`config.mk`:
```
export PLATFORM = sky130hd
export DESIGN_NAME = program_loader
export DESIGN_NICKNAME = d
export VERILOG_FILES = /design/src/rtl/program_loader.sv
export SDC_FILE = /design/constraint.sdc
export NUM_CORES = 1
export LEC_CHECK = 0
export ABC_AREA = 0
export CAP_MARGIN = 20
export CORE_ASPECT_RATIO = 0.9
export CORE_UTILIZATION = 38
export DETAILED_ROUTE_END_ITERATION = 8
export DONT_BUFFER_PORTS = 1
export SYNTH_ARGS = -nofsm -noshare
export SYNTH_HDL_FRONTEND = slang
export SYNTH_SLANG_ARGS = --single-unit
```
`constraint.sdc`:
```
create_clock -name clk -period 3.15 [get_ports clk]
set_input_delay 0.315 -clock clk [delete_from_list [all_inputs] [get_ports clk]]
set_output_delay 0.315 -clock clk [all_outputs]
set_load 0.05 [all_outputs]
```
`src/rtl/program_loader.sv`:
```
// Byte-stream program loader: parses SYNC/index/count/data frames into CPU download writes.
// Optional trailing XOR checksum byte is enabled with `define LOADER_CHECKSUM_EN.
module program_loader #(
    parameter logic [7:0] SYNC_BYTE      = 8'hA5,
    parameter int         TIMEOUT_CYCLES = 100000
) (
    input  logic        clk,
    input  logic        rst_n,
    input  logic [7:0]  rx_data,
    input  logic        rx_valid,
    output logic        rx_ready,
    output logic        download_program,
    output logic [31:0] instruction_index,
    output logic [15:0] program_in,
    output logic        busy,
    output logic        load_done,
    output logic        load_error
);

    localparam int TW = (TIMEOUT_CYCLES > 2) ? $clog2(TIMEOUT_CYCLES) : 1;

`ifdef LOADER_CHECKSUM_EN
    typedef enum logic [3:0] {
        S_IDLE, S_IDX_LO, S_IDX_HI, S_CNT_LO, S_CNT_HI,
        S_DATA_LO, S_DATA_HI, S_CHK, S_FINISH
    } state_t;
    localparam state_t END_ST = S_CHK;
`else
    typedef enum logic [3:0] {
        S_IDLE, S_IDX_LO, S_IDX_HI, S_CNT_LO, S_CNT_HI,
        S_DATA_LO, S_DATA_HI, S_FINISH
    } state_t;
    localparam state_t END_ST = S_FINISH;
`endif

    state_t          state, next_state;
    logic [15:0]     start_idx;
    logic [15:0]     cnt;
    logic [15:0]     word_cnt;
    logic [7:0]      data_lo;
    logic [TW-1:0]   timer;
    logic            accept;
    logic            timeout;
    logic            last_word;
`ifdef LOADER_CHECKSUM_EN
    logic [7:0]      chk;
`endif

    assign rx_ready  = (state != S_FINISH);
    assign busy      = (state != S_IDLE);
    assign accept    = rx_valid && rx_ready;
    assign timeout   = busy && !accept && (timer == TW'(TIMEOUT_CYCLES - 1));
    assign last_word = ((word_cnt + 16'd1) == cnt);

    always_ff @(posedge clk or negedge rst_n) begin
        if (!rst_n) state <= S_IDLE;
        else        state <= next_state;
    end

    always_comb begin
        next_state = state;
        if (timeout) begin
            next_state = S_IDLE;
        end else begin
            case (state)
                S_IDLE:    if (accept && rx_data == SYNC_BYTE) next_state = S_IDX_LO;
                S_IDX_LO:  if (accept) next_state = S_IDX_HI;
                S_IDX_HI:  if (accept) next_state = S_CNT_LO;
                S_CNT_LO:  if (accept) next_state = S_CNT_HI;
                S_CNT_HI:  if (accept) next_state = ({rx_data, cnt[7:0]} == 16'd0) ? END_ST : S_DATA_LO;
                S_DATA_LO: if (accept) next_state = S_DATA_HI;
                S_DATA_HI: if (accept) next_state = last_word ? END_ST : S_DATA_LO;
`ifdef LOADER_CHECKSUM_EN
                S_CHK:     if (accept) next_state = (rx_data == chk) ? S_FINISH : S_IDLE;
`endif
                S_FINISH:  next_state = S_IDLE;
                default:   next_state = S_IDLE;
            endcase
        end
    end

    always_ff @(posedge clk or negedge rst_n) begin
        if (!rst_n) begin
            start_idx         <= '0;
            cnt               <= '0;
            word_cnt          <= '0;
            data_lo           <= '0;
            timer             <= '0;
            download_program  <= 1'b0;
            instruction_index <= '0;
            program_in        <= '0;
            load_done         <= 1'b0;
            load_error        <= 1'b0;
`ifdef LOADER_CHECKSUM_EN
            chk               <= '0;
`endif
        end else begin
            load_done <= 1'b0;
            // Idle time is only counted while a frame is open.
            if (!busy || accept || timeout) timer <= '0;
            else                            timer <= timer + 1'b1;

            case (state)
                S_IDLE: if (accept && rx_data == SYNC_BYTE) begin
                    load_error <= 1'b0;
`ifdef LOADER_CHECKSUM_EN
                    chk        <= '0;
`endif
                end
                S_IDX_LO:  if (accept) start_idx[7:0]  <= rx_data;
                S_IDX_HI:  if (accept) start_idx[15:8] <= rx_data;
                S_CNT_LO:  if (accept) cnt[7:0]        <= rx_data;
                S_CNT_HI:  if (accept) begin
                    cnt[15:8] <= rx_data;
                    word_cnt  <= '0;
                end
                S_DATA_LO: if (accept) data_lo <= rx_data;
                S_DATA_HI: if (accept) begin
                    program_in        <= {rx_data, data_lo};
                    instruction_index <= {16'h0, start_idx} + {16'h0, word_cnt};
                    download_program  <= 1'b1;
                    word_cnt          <= word_cnt + 16'd1;
                end
`ifdef LOADER_CHECKSUM_EN
                // A bad checksum keeps the CPU in download until a good frame finishes.
                S_CHK: if (accept && rx_data != chk) load_error <= 1'b1;
`endif
                S_FINISH: begin
                    download_program <= 1'b0;
                    load_done        <= 1'b1;
                end
                default: ;
            endcase

`ifdef LOADER_CHECKSUM_EN
            if (accept && state inside {S_IDX_LO, S_IDX_HI, S_CNT_LO, S_CNT_HI, S_DATA_LO, S_DATA_HI})
                chk <= chk ^ rx_data;
`endif

            if (timeout) begin
                download_program <= 1'b0;
                load_error       <= 1'b1;
            end
        end
    end

endmodule

```
Word-level counts from Yosys, hierarchy flattened

Index checks and enable logic that the tools add are counted.

Register bits after elaboration: 128
Bits in latches: 0
Memory bits (writable): 0
Memory bits (read-only): 0
Input port bits: 11
Memories: 0

Add/subtract/negate cells: 3
Multiply operators: 0
Divide/modulo/power cells: 0
$lt $le $gt $ge: 0
Eq/ne operators: 20
Shift operators: 0
Multiplexer cells: 22
Bitwise gates (word level): 0
Reduce and logical (&&, ||, !) cells: 25

Operator list:

| cell                                                                   | number |
|---|---|
| 16-bit 2-to-1 mux                                                      | 2 |
| 4-bit 2-to-1 mux                                                       | 8 |
| 16-bit case mux with 2 select lines                                    | 1 |
| 4-bit case mux with 7 select lines                                     | 1 |
| 3-bit != test (second input constant)                                  | 7 |
| 16-bit by 16-bit adder with 17-bit output                              | 1 |
| 17-bit by 1-bit adder with 17-bit output (second input constant)       | 1 |
| 17-bit equality test (second input constant)                           | 1 |
| 17-bit 2-to-1 mux                                                      | 1 |
| 16-bit by 1-bit adder with 16-bit output (second input constant)       | 1 |
| 16-bit equality test                                                   | 1 |
| 4-bit by 3-bit equality test with 1-bit output (second input constant) | 4 |
| 16-bit zero test                                                       | 1 |
| 2-bit AND reduction                                                    | 8 |
| 4-bit by 2-bit equality test with 1-bit output (second input constant) | 2 |
| 8-bit equality test (second input constant)                            | 1 |
| 7-bit AND reduction                                                    | 1 |
| 1-bit 2-to-1 mux                                                       | 6 |
| 2-bit nonzero test                                                     | 3 |
| 4-bit by 1-bit equality test with 1-bit output (second input constant) | 1 |
| 1-bit logical AND                                                      | 4 |
| 4-bit zero test                                                        | 1 |
| 2-bit 2-to-1 mux                                                       | 2 |
| 2-bit != test (second input constant)                                  | 2 |
| other kinds (7)                                                        | 9 |

Logic depth before layout (Yosys ltp)

Word-level depth: 7
Gate-level depth with buffers: 10
Mapped depth without buffers: 10

Worst setup path after synthesis

No wires, ideal clock.

Path type: register -> register
Start point: reg state[2]
End point: reg state[1]
Arrival: 2.100 ns
Required time: 3.016 ns
Setup slack: 0.917 ns
Cell stages (with the launch flop): 9
Clock period less this slack: 2.233 ns
Path through: dfrtp_1 -> clkbuf_1 -> nand3_1 -> nand4_1 -> inv_1 -> o21ai_0 -> o21ai_0 -> a211oi_1 -> o31ai_2

Word-level cells in the longest chain between the ends: 7

Ends and longest elaborated chain:

| item                                       | line | source |
|---|---|---|
| start, declared                            | 36   | `state_t state, next_state;` |
| start signal, assigned                     | 57   | `else state <= next_state;` |
| 4-bit by 3-bit != test with 1-bit output * | 49   | `assign rx_ready = (state != S_FINISH);` |
| net rx_ready                               | 11   | `output logic rx_ready,` |
| 1-bit logical AND *                        | 51   | `assign accept = rx_valid && rx_ready;` |
| 1-bit zero test                            | 52   | `assign timeout = busy && !accept && (timer == TW'(TIMEOUT_CYCLES - 1));` |
| 1-bit logical AND (2 in series)            | 52   |  |
| 3-bit != test (no line)                    | -    |  |
| 7-bit AND reduction (no line)              | -    |  |

The timed path passes the listed nets; every way through them passes the cells marked *.
A chain may end at the register's enable or synchronous reset.

Worst setup path in the final report

Start point: reg word_cnt[0]
End point: reg instruction_index[14]

Word-level cells in the longest chain between the ends: 1

Ends and longest elaborated chain:

| item                                      | line | source |
|---|---|---|
| start, declared                           | 39   | `logic [15:0] word_cnt;` |
| start signal, assigned                    | 122  | `word_cnt <= word_cnt + 16'd1;` |
| 16-bit by 16-bit adder with 17-bit output | 120  | `instruction_index <= {16'h0, start_idx} + {16'h0, word_cnt};` |
| end signal, assigned                      | 120  |  |
| end, declared                             | 13   | `output logic [31:0] instruction_index,` |

Every way passes these cells.

==> out/metrics.cfg <==
[outcome]
status=completed

[synthesis]
ys.flop_type=dfrtp_1
netlist.area_leader.share=0.470
avgSynthCellArea_um2=9.73
yosysUniqueCellTypes=65
synth.ff_latch_count=112
async_flop_share=1.00
synth.top_cells.by_count=dfrtp_1 (112), nand2_1 (99), o21ai_0 (51), nor2_1 (48), mux2_2 (39)
synthesis.area_mm2=0.00597
yosysWarnings=0
seq_area_frac_synth=0.470
yosysMostFrequentCell=dfrtp_1
synth.largest_area_cell=dfrtp_1
syn_inst=613
synth_edf_count=0
synthTopCellsByArea=dfrtp_1 (47%), mux2_2 (7.4%), nand2_1 (6.2%)

[timing]
setup_tns_ns=0
timing.slew.headroom=0.339
drv_slew=0
finalCritPeriodShare=0.807
layout_setup_ws_ns=0.607
rsz0062_at_grt=no
timing_hold_violations_final=0
tightest_slew_ns=0.991
fmax_ghz=0.393
finalClockSkew_ns=0.00812
period_minus_slack_ns=2.54
whs_ns=0.0626
finalSetupViolations=0

[worst_setup_path]
path_common_cell=o21ai_0
required_ns=3.45
cp_max_fo=6
critical_path.slowest_cell=dfrtp_1
cp_cell_sequence=ha_1 > inv_1 > fa_1 > nor2b_1 > o21ai_0 > a21oi_1 > a22oi_1 > and3b_1 > o21ai_0 > o211a_1
cp-start-kind=flip-flop
ff2ff_setup_slack_ns=0.61
slowest_delay_ns=0.47
r2r_start=word_cnt[0]
end_kind=flip-flop
r2r_cells=10
r2r_end=instruction_index[14]
worstPathArrival_ns=2.84
worstSetupPathType=flip-flop to flip-flop

[worst_hold_path]
min_from=rx_data[7]
whs_endpoint=program_in[15]
hold_depth=2
hp-class=input port to flip-flop

[routing]
drt-pass1-iter-count=5
drt_wl_total_um=13800
routedWlPerCell_um=17.0
antenna_left=0
vias=4347
post_drt_via_cell_ratio=5.35
route.detailed.drc=0
drt_iter0_markers=272

[floorplan]
num_io_pins=64
die_h_um=121
coreArea_mm2=0.0154
chipWidth_um=134
rows=43
initial_core_util=0.388
die-area_mm2=0.0162

[clock_tree]
cts_max_level=3
post-cts-setup-buffers=0
clock_sinks=112
path_clk_slew_ns=0.08
cts_made_buffers=9
cts.path.max_buffers=2
ctsResizeCount=0
insertion_delay_ns=0.36
ctsHoldBuffers=2
clockRootBuffer=clkbuf_16
cts_tree=built

[pwr]
power_density_mw_per_mm2=878
p_leak_nw=2.86
vdd_drop_max_mv=0.471

[global_route]
grt.overflow.total=0
grt_pass1_vias=4351
grt_pass1_wl_um=22700
antenna_found_initial=0
grt_usage=0.181
grt_max_degree=113

[cells_and_area]
fin_cells=813
drive_above_1_share=0.123
nets=636
areaGrowthSynthToFinish_pct=7.82
antennaDiodeCount=0
design_area_mm2=0.00643

[placed_design]
dp_hpwl_um=9430
pre_cts_ws_ns=0.642
placed_cell_area_mm2=0.00611
dpl.cell_count=795
portBuffers=0
place.gp.congestion=0.795

[flow_run]
maxCapViolCount=0

==> layout by cell type, fill, tap and decap left out, types with 6 or more instances in the layout <==
cell type  synthesis  final
dfrtp_1          112    112
nand2_1           99     99
o21ai_0           51     51
nor2_1            48     47
mux2_2            39     39
xor2_1            23     23
xnor2_1           19     19
nand3_1           19     18
a21oi_1           18     18
ha_1              18     18
conb_1             1     15
inv_1             11     11
o31ai_1            9      9
clkbuf_16          0      9
nor4_1             8      8
nor3_1             8      8
a21o_1             8      8
nand2b_1           6      6
==> registers in the layout, indices dropped and copies added, names as in the netlist, 3 cells and up <==
| name | flops |
|---|---|
| data_lo | 8 |
| instruction_index | 17 |
| word_cnt | 16 |
| program_in | 16 |
| start_idx | 16 |
| cnt | 16 |
| timer | 17 |
| state | 3 |
==> how the worst max path moves through the flow <==
stage                                       end        start  slack (ns)
after CTS                 instruction_index[14]  word_cnt[0]        0.62
after detailed placement  instruction_index[14]  word_cnt[0]        0.64
final                     instruction_index[14]  word_cnt[0]        0.61
after floorplan                        state[1]     state[2]        0.92
after global routing      instruction_index[14]  word_cnt[0]        0.42
after global placement    instruction_index[14]  word_cnt[0]        0.72
==> area by class of cell <==
cell class | count | area, µm²
Clock buffer | 9 | 225
Clock inverter | 7 | 60.1
Fill cell | 1558 | 8950
Inverter | 11 | 41.3
Multi-Input combinational cell | 465 | 2980
Sequential cell | 112 | 2800
Tap cell | 202 | 253
Timing Repair Buffer | 7 | 75.1
==> cells by family after synthesis <==
family          Yosys count  synth area share
other cells               1          0.000628
flops                   112             0.470
fa+ha+maj                19            0.0411
mux                      40            0.0753
simple gates            230             0.186
buf+inv                  50            0.0415
compound gates          119             0.124
xor+xnor                 42            0.0616
==> report_power, final <==
group          total (mW)  switching [mW]  internal [mW]
clock network        1.12           0.565          0.553
registers            3.04            1.13           1.92
logic                1.49           0.805          0.684
==> critical path: cells and delay by family, from the launching register on <==
| kind | cells | cell delay (ns) |
|---|---|---|
| adders and majority gates | 2 | 0.64 |
| buffers and inverters | 1 | 0.06 |
| and+or+nand+nor | 2 | 0.35 |
| DFF | 1 | 0.47 |
| AOI/OAI and AO/OA | 5 | 0.97 |
==> layer usage <==
layer	vias up	track usage	wire length, µm
li1	2101	-	-
met1	2137	0.244	6510
met2	95	0.292	6430
met3	14	0.0393	666
met4	0	0.0534	188
met5	-	0	0
==> stage by stage <==
step	util	total power, mW
floorplan	-	4.17
global placement	0.397	4.48
detailed placement	0.397	4.53
CTS	0.418	5.70
global route	0.418	6.02
finish	0.418	5.65
No activity file was read; power rests on OpenSTA's default activity.
